File: src/rtl/rpm_gate_controller.sv
// rpm_gate_controller
// Windowed RPM measurement for the motor pole-change pulse train.
// Input path: 2-FF synchroniser, then a debounce filter. Rising edges of the
// filtered level are counted over back-to-back gate windows. Each closed window's
// count goes to a serial restoring divider, and the result is published over a
// valid/ready handshake.
//
// Handshake: rpm_valid means rpm holds a result nobody has taken yet. A
// transfer happens on any rising edge where rpm_valid && rpm_ready. A new
// result always replaces rpm and keeps rpm_valid high. If the old result was
// not taken on that same edge, the sticky overrun flag is set.
module rpm_gate_controller #(
    parameter int GATE_CYCLES     = 50000000,
    parameter int PULSES_PER_REV  = 80,
    parameter int DEBOUNCE_CYCLES = 16,
    parameter int STALL_GATES     = 3
) (
    input  logic        clk50M,
    input  logic        reset,
    input  logic        enable,
    input  logic        blips,
    output logic [15:0] rpm,
    output logic        rpm_valid,
    input  logic        rpm_ready,
    output logic [7:0]  rpmPhone,
    output logic        stalled,
    output logic        overrun,
    output logic        busy,
    output logic        dbg_gate_state,
    output logic [1:0]  dbg_calc_state
);

    localparam int GW = (GATE_CYCLES > 1) ? $clog2(GATE_CYCLES) : 1;
    localparam logic [GW-1:0] GATE_LAST = GW'(GATE_CYCLES - 1);
    localparam logic [7:0]    DEB_LAST  = 8'(DEBOUNCE_CYCLES - 1);
    localparam logic [12:0]   DIVISOR   = 13'(PULSES_PER_REV);
    localparam logic [3:0]    STALL_LIM = 4'(STALL_GATES);
    localparam logic [4:0]    DIV_LAST  = 5'd21;

    typedef enum logic {
        G_IDLE = 1'b0,
        G_GATE = 1'b1
    } gate_state_t;

    typedef enum logic [1:0] {
        C_IDLE = 2'd0,
        C_CALC = 2'd1,
        C_PUB  = 2'd2
    } calc_state_t;

    // ---------------- state and datapath registers ----------------
    logic [1:0]  sync_q, sync_d;
    logic        filt_q, filt_d;
    logic [7:0]  deb_cnt_q, deb_cnt_d;

    gate_state_t gate_state_q, gate_state_d;
    logic [GW-1:0] gate_cnt_q, gate_cnt_d;
    logic [15:0] edge_cnt_q, edge_cnt_d;
    logic [15:0] calc_in_q, calc_in_d;
    logic        calc_start_q, calc_start_d;
    logic [3:0]  zero_cnt_q, zero_cnt_d;

    calc_state_t calc_state_q, calc_state_d;
    logic [21:0] dvd_q, dvd_d;
    logic [12:0] rem_q, rem_d;
    logic [4:0]  bit_cnt_q, bit_cnt_d;

    logic [15:0] rpm_q, rpm_d;
    logic [7:0]  phone_q, phone_d;
    logic        valid_q, valid_d;
    logic        overrun_q, overrun_d;

    // ---------------- combinational helpers ----------------
    logic        rise;
    logic [15:0] edge_sum;
    logic        gate_active;
    logic        window_last;
    logic        window_close;
    logic        window_abandon;
    logic [21:0] prod;
    logic [12:0] rem_shift;
    logic [12:0] rem_sub;
    logic        q_bit;
    logic        calc_busy;
    logic        calc_pub;
    logic [15:0] quot_sat;
    logic [7:0]  phone_sat;

    // Synchroniser and debounce filter: filtered level follows the synchronised
    // input only after DEBOUNCE_CYCLES consecutive cycles of disagreement.
    always_comb begin
        sync_d    = {sync_q[0], blips};
        filt_d    = filt_q;
        deb_cnt_d = '0;
        if (sync_q[1] != filt_q) begin
            if (deb_cnt_q == DEB_LAST) begin
                filt_d = sync_q[1];
            end else begin
                deb_cnt_d = deb_cnt_q + 8'd1;
            end
        end
    end

    assign rise     = filt_d & ~filt_q;
    assign edge_sum = (rise && (edge_cnt_q != 16'hFFFF)) ? edge_cnt_q + 16'd1 : edge_cnt_q;

    // Input path registers.
    always_ff @(posedge clk50M) begin
        if (reset) begin
            sync_q    <= '0;
            filt_q    <= 1'b0;
            deb_cnt_q <= '0;
        end else begin
            sync_q    <= sync_d;
            filt_q    <= filt_d;
            deb_cnt_q <= deb_cnt_d;
        end
    end

    // Gate FSM state register.
    always_ff @(posedge clk50M) begin
        if (reset) begin
            gate_state_q <= G_IDLE;
        end else begin
            gate_state_q <= gate_state_d;
        end
    end

    // Gate FSM next state: windows run back to back while enable stays high.
    always_comb begin
        gate_state_d = gate_state_q;
        case (gate_state_q)
            G_IDLE:  if (enable) gate_state_d = G_GATE;
            G_GATE:  if (!enable) gate_state_d = G_IDLE;
            default: gate_state_d = G_IDLE;
        endcase
    end

    // Gate FSM outputs: window close and abandon strobes.
    always_comb begin
        gate_active    = (gate_state_q == G_GATE);
        window_last    = (gate_cnt_q == GATE_LAST);
        window_close   = gate_active && enable && window_last;
        window_abandon = gate_active && !enable;
    end

    // Window datapath: count edges, and on close hand the count to the divider
    // and update the zero-window run length used for stall detection.
    always_comb begin
        gate_cnt_d   = gate_cnt_q;
        edge_cnt_d   = edge_cnt_q;
        calc_in_d    = calc_in_q;
        calc_start_d = 1'b0;
        zero_cnt_d   = zero_cnt_q;
        if (!gate_active || window_abandon) begin
            gate_cnt_d = '0;
            edge_cnt_d = '0;
        end else if (window_close) begin
            gate_cnt_d   = '0;
            edge_cnt_d   = '0;
            calc_in_d    = edge_sum;
            calc_start_d = 1'b1;
            if (edge_sum == 16'd0) begin
                if (zero_cnt_q != STALL_LIM) zero_cnt_d = zero_cnt_q + 4'd1;
            end else begin
                zero_cnt_d = '0;
            end
        end else begin
            gate_cnt_d = gate_cnt_q + 1'b1;
            edge_cnt_d = edge_sum;
        end
    end

    // Window datapath registers.
    always_ff @(posedge clk50M) begin
        if (reset) begin
            gate_cnt_q   <= '0;
            edge_cnt_q   <= '0;
            calc_in_q    <= '0;
            calc_start_q <= 1'b0;
            zero_cnt_q   <= '0;
        end else begin
            gate_cnt_q   <= gate_cnt_d;
            edge_cnt_q   <= edge_cnt_d;
            calc_in_q    <= calc_in_d;
            calc_start_q <= calc_start_d;
            zero_cnt_q   <= zero_cnt_d;
        end
    end

    // Calc FSM state register.
    always_ff @(posedge clk50M) begin
        if (reset) begin
            calc_state_q <= C_IDLE;
        end else begin
            calc_state_q <= calc_state_d;
        end
    end

    // Calc FSM next state: load, 22 divide steps, one publish cycle.
    always_comb begin
        calc_state_d = calc_state_q;
        case (calc_state_q)
            C_IDLE:  if (calc_start_q) calc_state_d = C_CALC;
            C_CALC:  if (bit_cnt_q == DIV_LAST) calc_state_d = C_PUB;
            C_PUB:   calc_state_d = C_IDLE;
            default: calc_state_d = C_IDLE;
        endcase
    end

    // Calc FSM outputs.
    always_comb begin
        calc_busy = (calc_state_q == C_CALC);
        calc_pub  = (calc_state_q == C_PUB);
    end

    // Restoring divider step. rem_q is always below the divisor, so its low 12 bits
    // hold it fully. The quotient shifts into dvd_q as the dividend shifts out.
    assign prod      = 22'(calc_in_q) * 22'd60;
    assign rem_shift = {rem_q[11:0], dvd_q[21]};
    assign rem_sub   = rem_shift - DIVISOR;
    assign q_bit     = (rem_shift >= DIVISOR);

    // Divider datapath.
    always_comb begin
        dvd_d     = dvd_q;
        rem_d     = rem_q;
        bit_cnt_d = bit_cnt_q;
        case (calc_state_q)
            C_IDLE: begin
                if (calc_start_q) begin
                    dvd_d     = prod;
                    rem_d     = '0;
                    bit_cnt_d = '0;
                end
            end
            C_CALC: begin
                dvd_d     = {dvd_q[20:0], q_bit};
                rem_d     = q_bit ? rem_sub : rem_shift;
                bit_cnt_d = bit_cnt_q + 5'd1;
            end
            default: begin
                bit_cnt_d = bit_cnt_q;
            end
        endcase
    end

    // Divider registers.
    always_ff @(posedge clk50M) begin
        if (reset) begin
            dvd_q     <= '0;
            rem_q     <= '0;
            bit_cnt_q <= '0;
        end else begin
            dvd_q     <= dvd_d;
            rem_q     <= rem_d;
            bit_cnt_q <= bit_cnt_d;
        end
    end

    assign quot_sat  = (dvd_q[21:16] != 6'd0) ? 16'hFFFF : dvd_q[15:0];
    assign phone_sat = (quot_sat[15:9] != 7'd0) ? 8'hFF : quot_sat[8:1];

    // Result publication and handshake bookkeeping.
    always_comb begin
        rpm_d     = rpm_q;
        phone_d   = phone_q;
        valid_d   = valid_q;
        overrun_d = overrun_q;
        if (valid_q && rpm_ready) valid_d = 1'b0;
        if (calc_pub) begin
            rpm_d   = quot_sat;
            phone_d = phone_sat;
            valid_d = 1'b1;
            if (valid_q && !rpm_ready) overrun_d = 1'b1;
        end
    end

    // Published result registers.
    always_ff @(posedge clk50M) begin
        if (reset) begin
            rpm_q     <= '0;
            phone_q   <= '0;
            valid_q   <= 1'b0;
            overrun_q <= 1'b0;
        end else begin
            rpm_q     <= rpm_d;
            phone_q   <= phone_d;
            valid_q   <= valid_d;
            overrun_q <= overrun_d;
        end
    end

    assign rpm            = rpm_q;
    assign rpmPhone       = phone_q;
    assign rpm_valid      = valid_q;
    assign overrun        = overrun_q;
    assign stalled        = (zero_cnt_q == STALL_LIM);
    assign busy           = calc_busy;
    assign dbg_gate_state = gate_state_q;
    assign dbg_calc_state = calc_state_q;

endmodule

File: config.mk
export PLATFORM = sky130hd
export DESIGN_NAME = rpm_gate_controller
export DESIGN_NICKNAME = d
export VERILOG_FILES = /design/src/rtl/rpm_gate_controller.sv
export SDC_FILE = /design/constraint.sdc
export NUM_CORES = 1
export LEC_CHECK = 0
export CAP_MARGIN = 20
export CORE_UTILIZATION = 45
export DETAILED_ROUTE_END_ITERATION = 16
export PLACE_DENSITY = 0.6
export SYNTH_ARGS = -nofsm -noshare
export SYNTH_HDL_FRONTEND = slang
export SYNTH_SLANG_ARGS = --single-unit
File: constraint.sdc
create_clock -name clk50M -period 8.65 [get_ports clk50M]
set_clock_uncertainty 0.2 [all_clocks]
set_input_delay 0.865 -clock clk50M [delete_from_list [all_inputs] [get_ports clk50M]]
set_output_delay 0.865 -clock clk50M [all_outputs]
set_load 0.01 [all_outputs]
## Word-level counts from Yosys, hierarchy flattened

Cells that the tools add are included.
W data, S select, Z words.

| storage, ports and cells | value |
|---|---|
| register bits | 142 |
| bits in latches | 0 |
| bits in writable memories | 0 |
| ROM bits | 0 |
| input bits | 5 |
| output and inout port bits | 31 |
| logic and storage cells | 86 |
| memories kept | 0 |

| operators by class | value |
|---|---|
| add/sub/neg operators | 6 |
| $mul | 1 |
| divide/modulo/power cells | 0 |
| magnitude comparators | 1 |
| equal/unequal tests | 12 |
| shift-type cells | 0 |
| multiplexer cells | 21 |
| bitwise operators | 4 |
| reductions and logical operators | 24 |

Operators by type and width:

| kind | number |
|---|---|
| $pmux W22 S2 | 1 |
| $mux W16 | 2 |
| $add A26 B1 Y26 const B | 1 |
| $eq A26 B26 Y1 const B | 1 |
| $mux W12 | 2 |
| $pmux W12 S2 | 1 |
| $mux W22 | 1 |
| $mul A16 B4 Y20 const B | 1 |
| $add A16 B1 Y16 const B | 1 |
| $logic_not A16 Y1 | 1 |
| $ne A16 B16 Y1 const B | 1 |
| $ge A13 B7 Y1 const B | 1 |
| $sub A12 B7 Y12 const B | 1 |
| $pmux W5 S2 | 1 |
| $add A8 B1 Y8 const B | 1 |
| $eq A8 B4 Y1 const B | 1 |
| $mux W4 | 2 |
| $mux W8 | 1 |
| $reduce_and A2 Y1 | 4 |
| $reduce_bool A7 Y1 | 1 |
| $logic_and A1 B1 Y1 | 6 |
| $mux W1 | 6 |
| $reduce_bool A6 Y1 | 1 |
| $reduce_or A3 Y1 | 2 |
| 21 further kinds | 28 |

## Depth between registers and ports, before layout

| depth | value |
|---|---|
| depth after elaboration | 9 |
| depth in mapped cells | 12 |
| gate-level depth less buffers | 12 |

## Worst setup path before layout

No wires, ideal clock.

| path | value |
|---|---|
| path type | flip-flop to flip-flop |
| start point | register calc_in_q[8] |
| end point | register dvd_q[21] |
| library setup time | 134 ps |
| arrival | 2935 ps |
| required time | 8316 ps |
| path slack | 5381 ps |
| cell stages (with the launch flop) | 13 |
| path buffers | 0 |
| clock period less this slack | 3269 ps |
| cells stage by stage | dfxtp_1 > inv_1 > fa_1 > fa_1 > inv_1 > ha_1 > and3_1 > and3_1 > nand3_1 > a21oi_1 > o31ai_1 > mux2i_1 > o22ai_1 |

| on the way | value |
|---|---|
| cells in the longest elaborated chain, start to end | 3 |

RTL lines:

| item | line | text |
|---|---|---|
| start: declaration | 59 | `logic [15:0] calc_in_q, calc_in_d;` |
| start signal: assignment | 185 | `calc_in_q <= calc_in_d;` |
| $mul A16 B4 Y20 | 219 | `assign prod = 22'(calc_in_q) * 22'd60;` |
| $mux W22 | 231 | `if (calc_start_q) begin` |
| $pmux W22 S2 | 229 | `case (calc_state_q)` |
| end signal: assignment | 255 | `dvd_q <= dvd_d;` |
| end: declaration | 64 | `logic [21:0] dvd_q, dvd_d;` |

No other way between the ends. The select of a mux whose other input is x is not followed.
A chain may end at the register's enable or synchronous reset.

## Final worst setup path

| path | value |
|---|---|
| start point | register calc_in_q[2] |
| end point | register dvd_q[21] |

The elaborated chain is that of the path after synthesis.

==> flow_metrics.tcl <==
set metrics [dict create \
    outcome "finished, final reports clean" \
    wl_per_cell_um 13.3 \
    r2r_cells 12 \
    cts_setup_buffers 0 \
    relSlewSlack_pct 33.5 \
    critPathTopFamily "adder cells" \
    clock_latency_ns 0.43 \
    drc 0 \
    dp_hpwl_um 10500 \
    seq_area_frac_synth_pct 37.3 \
    clockRootBuffer "clkbuf_16" \
    area_growth_pct 14.6 \
    worst_ep_arrival_time_ns 3.60 \
    ys_ff_latch 142 \
    holdBufCountCts 0 \
    holdPathStages 1 \
    start_util_pct 45.9 \
    rsz0062_at_grt "no" \
    max_stage_delay_ns 0.51 \
    hold_viol_final 0 \
    maxSlewViolCount 0 \
    synth-edff-count 0 \
    fin_util_pct 52.7 \
    synthSimpleGateAreaFrac_pct 24.4 \
    yosysUniqueCellTypes 64 \
    antenna_found_initial 0 \
    ys.flop_type "dfxtp_1" \
    cts.reportedPaths.clkPinSlew_ns 0.06 \
    grt_max_degree 76 \
    synth-compound-area-share_pct 12.3 \
    dieArea_um2 17500 \
    required_ns 8.72 \
    first_pass_iters 4 \
    synth-xor-area-share_pct 6.90 \
    die_y_um 132 \
    cts-htree-levels 4 \
    post-route-period-util_pct 40.9 \
    drive_gt1_share_pct 6.55 \
    critPathKind "flop to flop" \
    cts-buffers-inserted 17 \
    via_per_inst 5.24 \
    irDropWorstVdd_v 0.000117 \
    syn_nets 940 \
    dpl_worst_slack_ns 5.09 \
    min_path_type "flop to flop" \
    path_buf_inv 2 \
    rows 47 \
    detailedRoute.firstIterationViolations 252 \
    setup_viol 0 \
    synth_area_per_cell_um2 8.71 \
    via_count 5954 \
    synth.area.mux_share_pct 2.12 \
    ios 36 \
    tightestPinTransition_ns 0.988 \
    grt.overflow.total 0 \
    coreArea_um2 16600 \
    crit_path_start_kind "flop" \
    crit_cells 12 \
    drv_cap 0 \
    path_max_fanout 5 \
    syn_inst 875 \
    die_w_um 132 \
    path_cells "inv_1 -> fa_1 -> fa_1 -> inv_1 -> ha_1 -> o21ai_0 -> o21ai_0 -> nand3_1 -> a21oi_1 -> o31ai_1 -> mux2i_1 -> o22ai_1" \
    gr-usage-all-layers_pct 18.6 \
    setup_ws_ns 5.12 \
    final_antenna_net_count 0 \
    synth_fa_ha_area_share_pct 12.7 \
    crit_slowest_cell "fa_1" \
    p_per_area_nw_per_um2 158 \
    ys_warn_count 0 \
    fin_tns_setup_ns 0 \
    synth_area_leaders "dfxtp_1, fa_1, nor2_1, ha_1, nor3_1" \
    synth-async-reset-ratio_pct 0 \
    fmax_ghz 0.283 \
    cts_tree "yes" \
    io_buffers 35 \
    antenna_cells 0 \
    synth_top_cell_by_area "dfxtp_1" \
    period_minus_slack_ns 3.53 \
    final_nets 969 \
    ctsResizeCount 0 \
    synth_top_family_by_area "simple AND/OR/NAND/NOR gates" \
    nFillCells 1611 \
    grt_pass1_wl_um 26900 \
    synth_top_area_share_pct 37.3 \
    netlist_area_um2 7620 \
    cts_buffer_depth 2 \
    leakagePower_uw 0.00330 \
    cts_sinks 142 \
    grt_pass1_vias 5724 \
    endpoint_kind "flop" \
    routed_wirelength_um 15100 \
    place.gp.congestion 0.769 \
]
-- cell type report --
class                           count  area, um2  area share (%)
Tap cell                          220        275            3.15
Multi-Input combinational cell    649       4460            51.0
Clock inverter                     13        141            1.62
Timing Repair Buffer               41        390            4.47
Clock buffer                       18        429            4.91
Sequential cell                   142       2840            32.5
Inverter                           53        199            2.28
-- registers in the layout, summed over array words and instances (netlist names) --
name / flops
bit_cnt_q: 5
dbg_calc_state: 2
overrun: 1
dbg_gate_state: 1
edge_cnt_q: 16
sync_q: 2
zero_cnt_q: 4
dvd_q: 22
rpmPhone: 8
rem_q: 12
calc_start_q: 1
calc_in_q: 16
rpm_valid: 1
rpm: 16
deb_cnt_q: 8
filt_q: 1
gate_cnt_q: 26
-- through the flow --
step	total power (uW)	area, um2	std cells	hold slack (ns)
detailed placement	685	8160	1104	0.231
global route	1430	8730	1136	0.263
global placement	685	8160	1104	0.228
CTS	1400	8730	1135	0.252
finish	1380	8730	1136	0.244
floorplan	679	7620	875	0.213
-- power breakdown --
group | switching [uW] | internal, uW
Clock | 285 | 423
Sequential | 0.645 | 655
Combinational | 11.0 | 4.23
Total | 297 | 1080
-- cell usage after synthesis (21+ instances only) --
library cell,count
nor2_1,128
fa_1,29
clkbuf_1,21
nand3_1,28
inv_1,52
nand2_1,55
xnor2_1,28
nor3_1,57
xor2_1,32
dfxtp_1,142
ha_1,31
o21ai_0,23
a21oi_1,44
-- routing by layer --
layer	part of all wire (%)	track usage, %	vias up
li1	-	-	3106
met1	51	24.4	2779
met2	45	29.7	60
met3	3.1	5.15	9
met4	0.94	5.75	0
met5	0	0	-
-- final timing paths --
path                              from                 endpoint  slack [ns]
max reg2reg  calc_in_q[2]$_SDFFE_PP0P_   dvd_q[21]$_SDFFE_PP0P_        5.12
min reg2reg    deb_cnt_q[0]$_SDFF_PP0_  deb_cnt_q[0]$_SDFF_PP0_        0.24
min            deb_cnt_q[0]$_SDFF_PP0_  deb_cnt_q[0]$_SDFF_PP0_        0.24
max          calc_in_q[2]$_SDFFE_PP0P_   dvd_q[21]$_SDFFE_PP0P_        5.12
-- cell families after synthesis --
kind of cell             after synthesis
buffers and inverters                 84
adder cells (fa/ha/maj)               60
AND/OR/NAND/NOR                      371
XOR/XNOR                              60
AO/OA/AOI/OAI                        143
flip-flops                           142
multiplexers                          15
-- placed cells by master, fill, tap and decap left out, types with 7 or more instances in the layout --
master / synthesis / routed
clkbuf_16: 0 / 17
a22o_1: 7 / 7
and3_1: 14 / 14
a22oi_1: 17 / 17
fa_1: 29 / 29
xor2_1: 32 / 32
mux2_2: 9 / 9
or3_1: 13 / 13
a21oi_1: 44 / 44
inv_1: 52 / 52
xnor2_1: 28 / 28
dfxtp_1: 142 / 142
nor3_1: 57 / 56
nand2b_1: 12 / 12
a21o_1: 8 / 8
nand3_1: 28 / 28
nand4_1: 14 / 14
nand2_1: 55 / 55
nor2b_1: 9 / 9
nor2_1: 128 / 128
clkdlybuf4s50_1: 0 / 34
o21ai_0: 23 / 23
ha_1: 31 / 31
No activity file was read; power rests on OpenSTA's default activity.
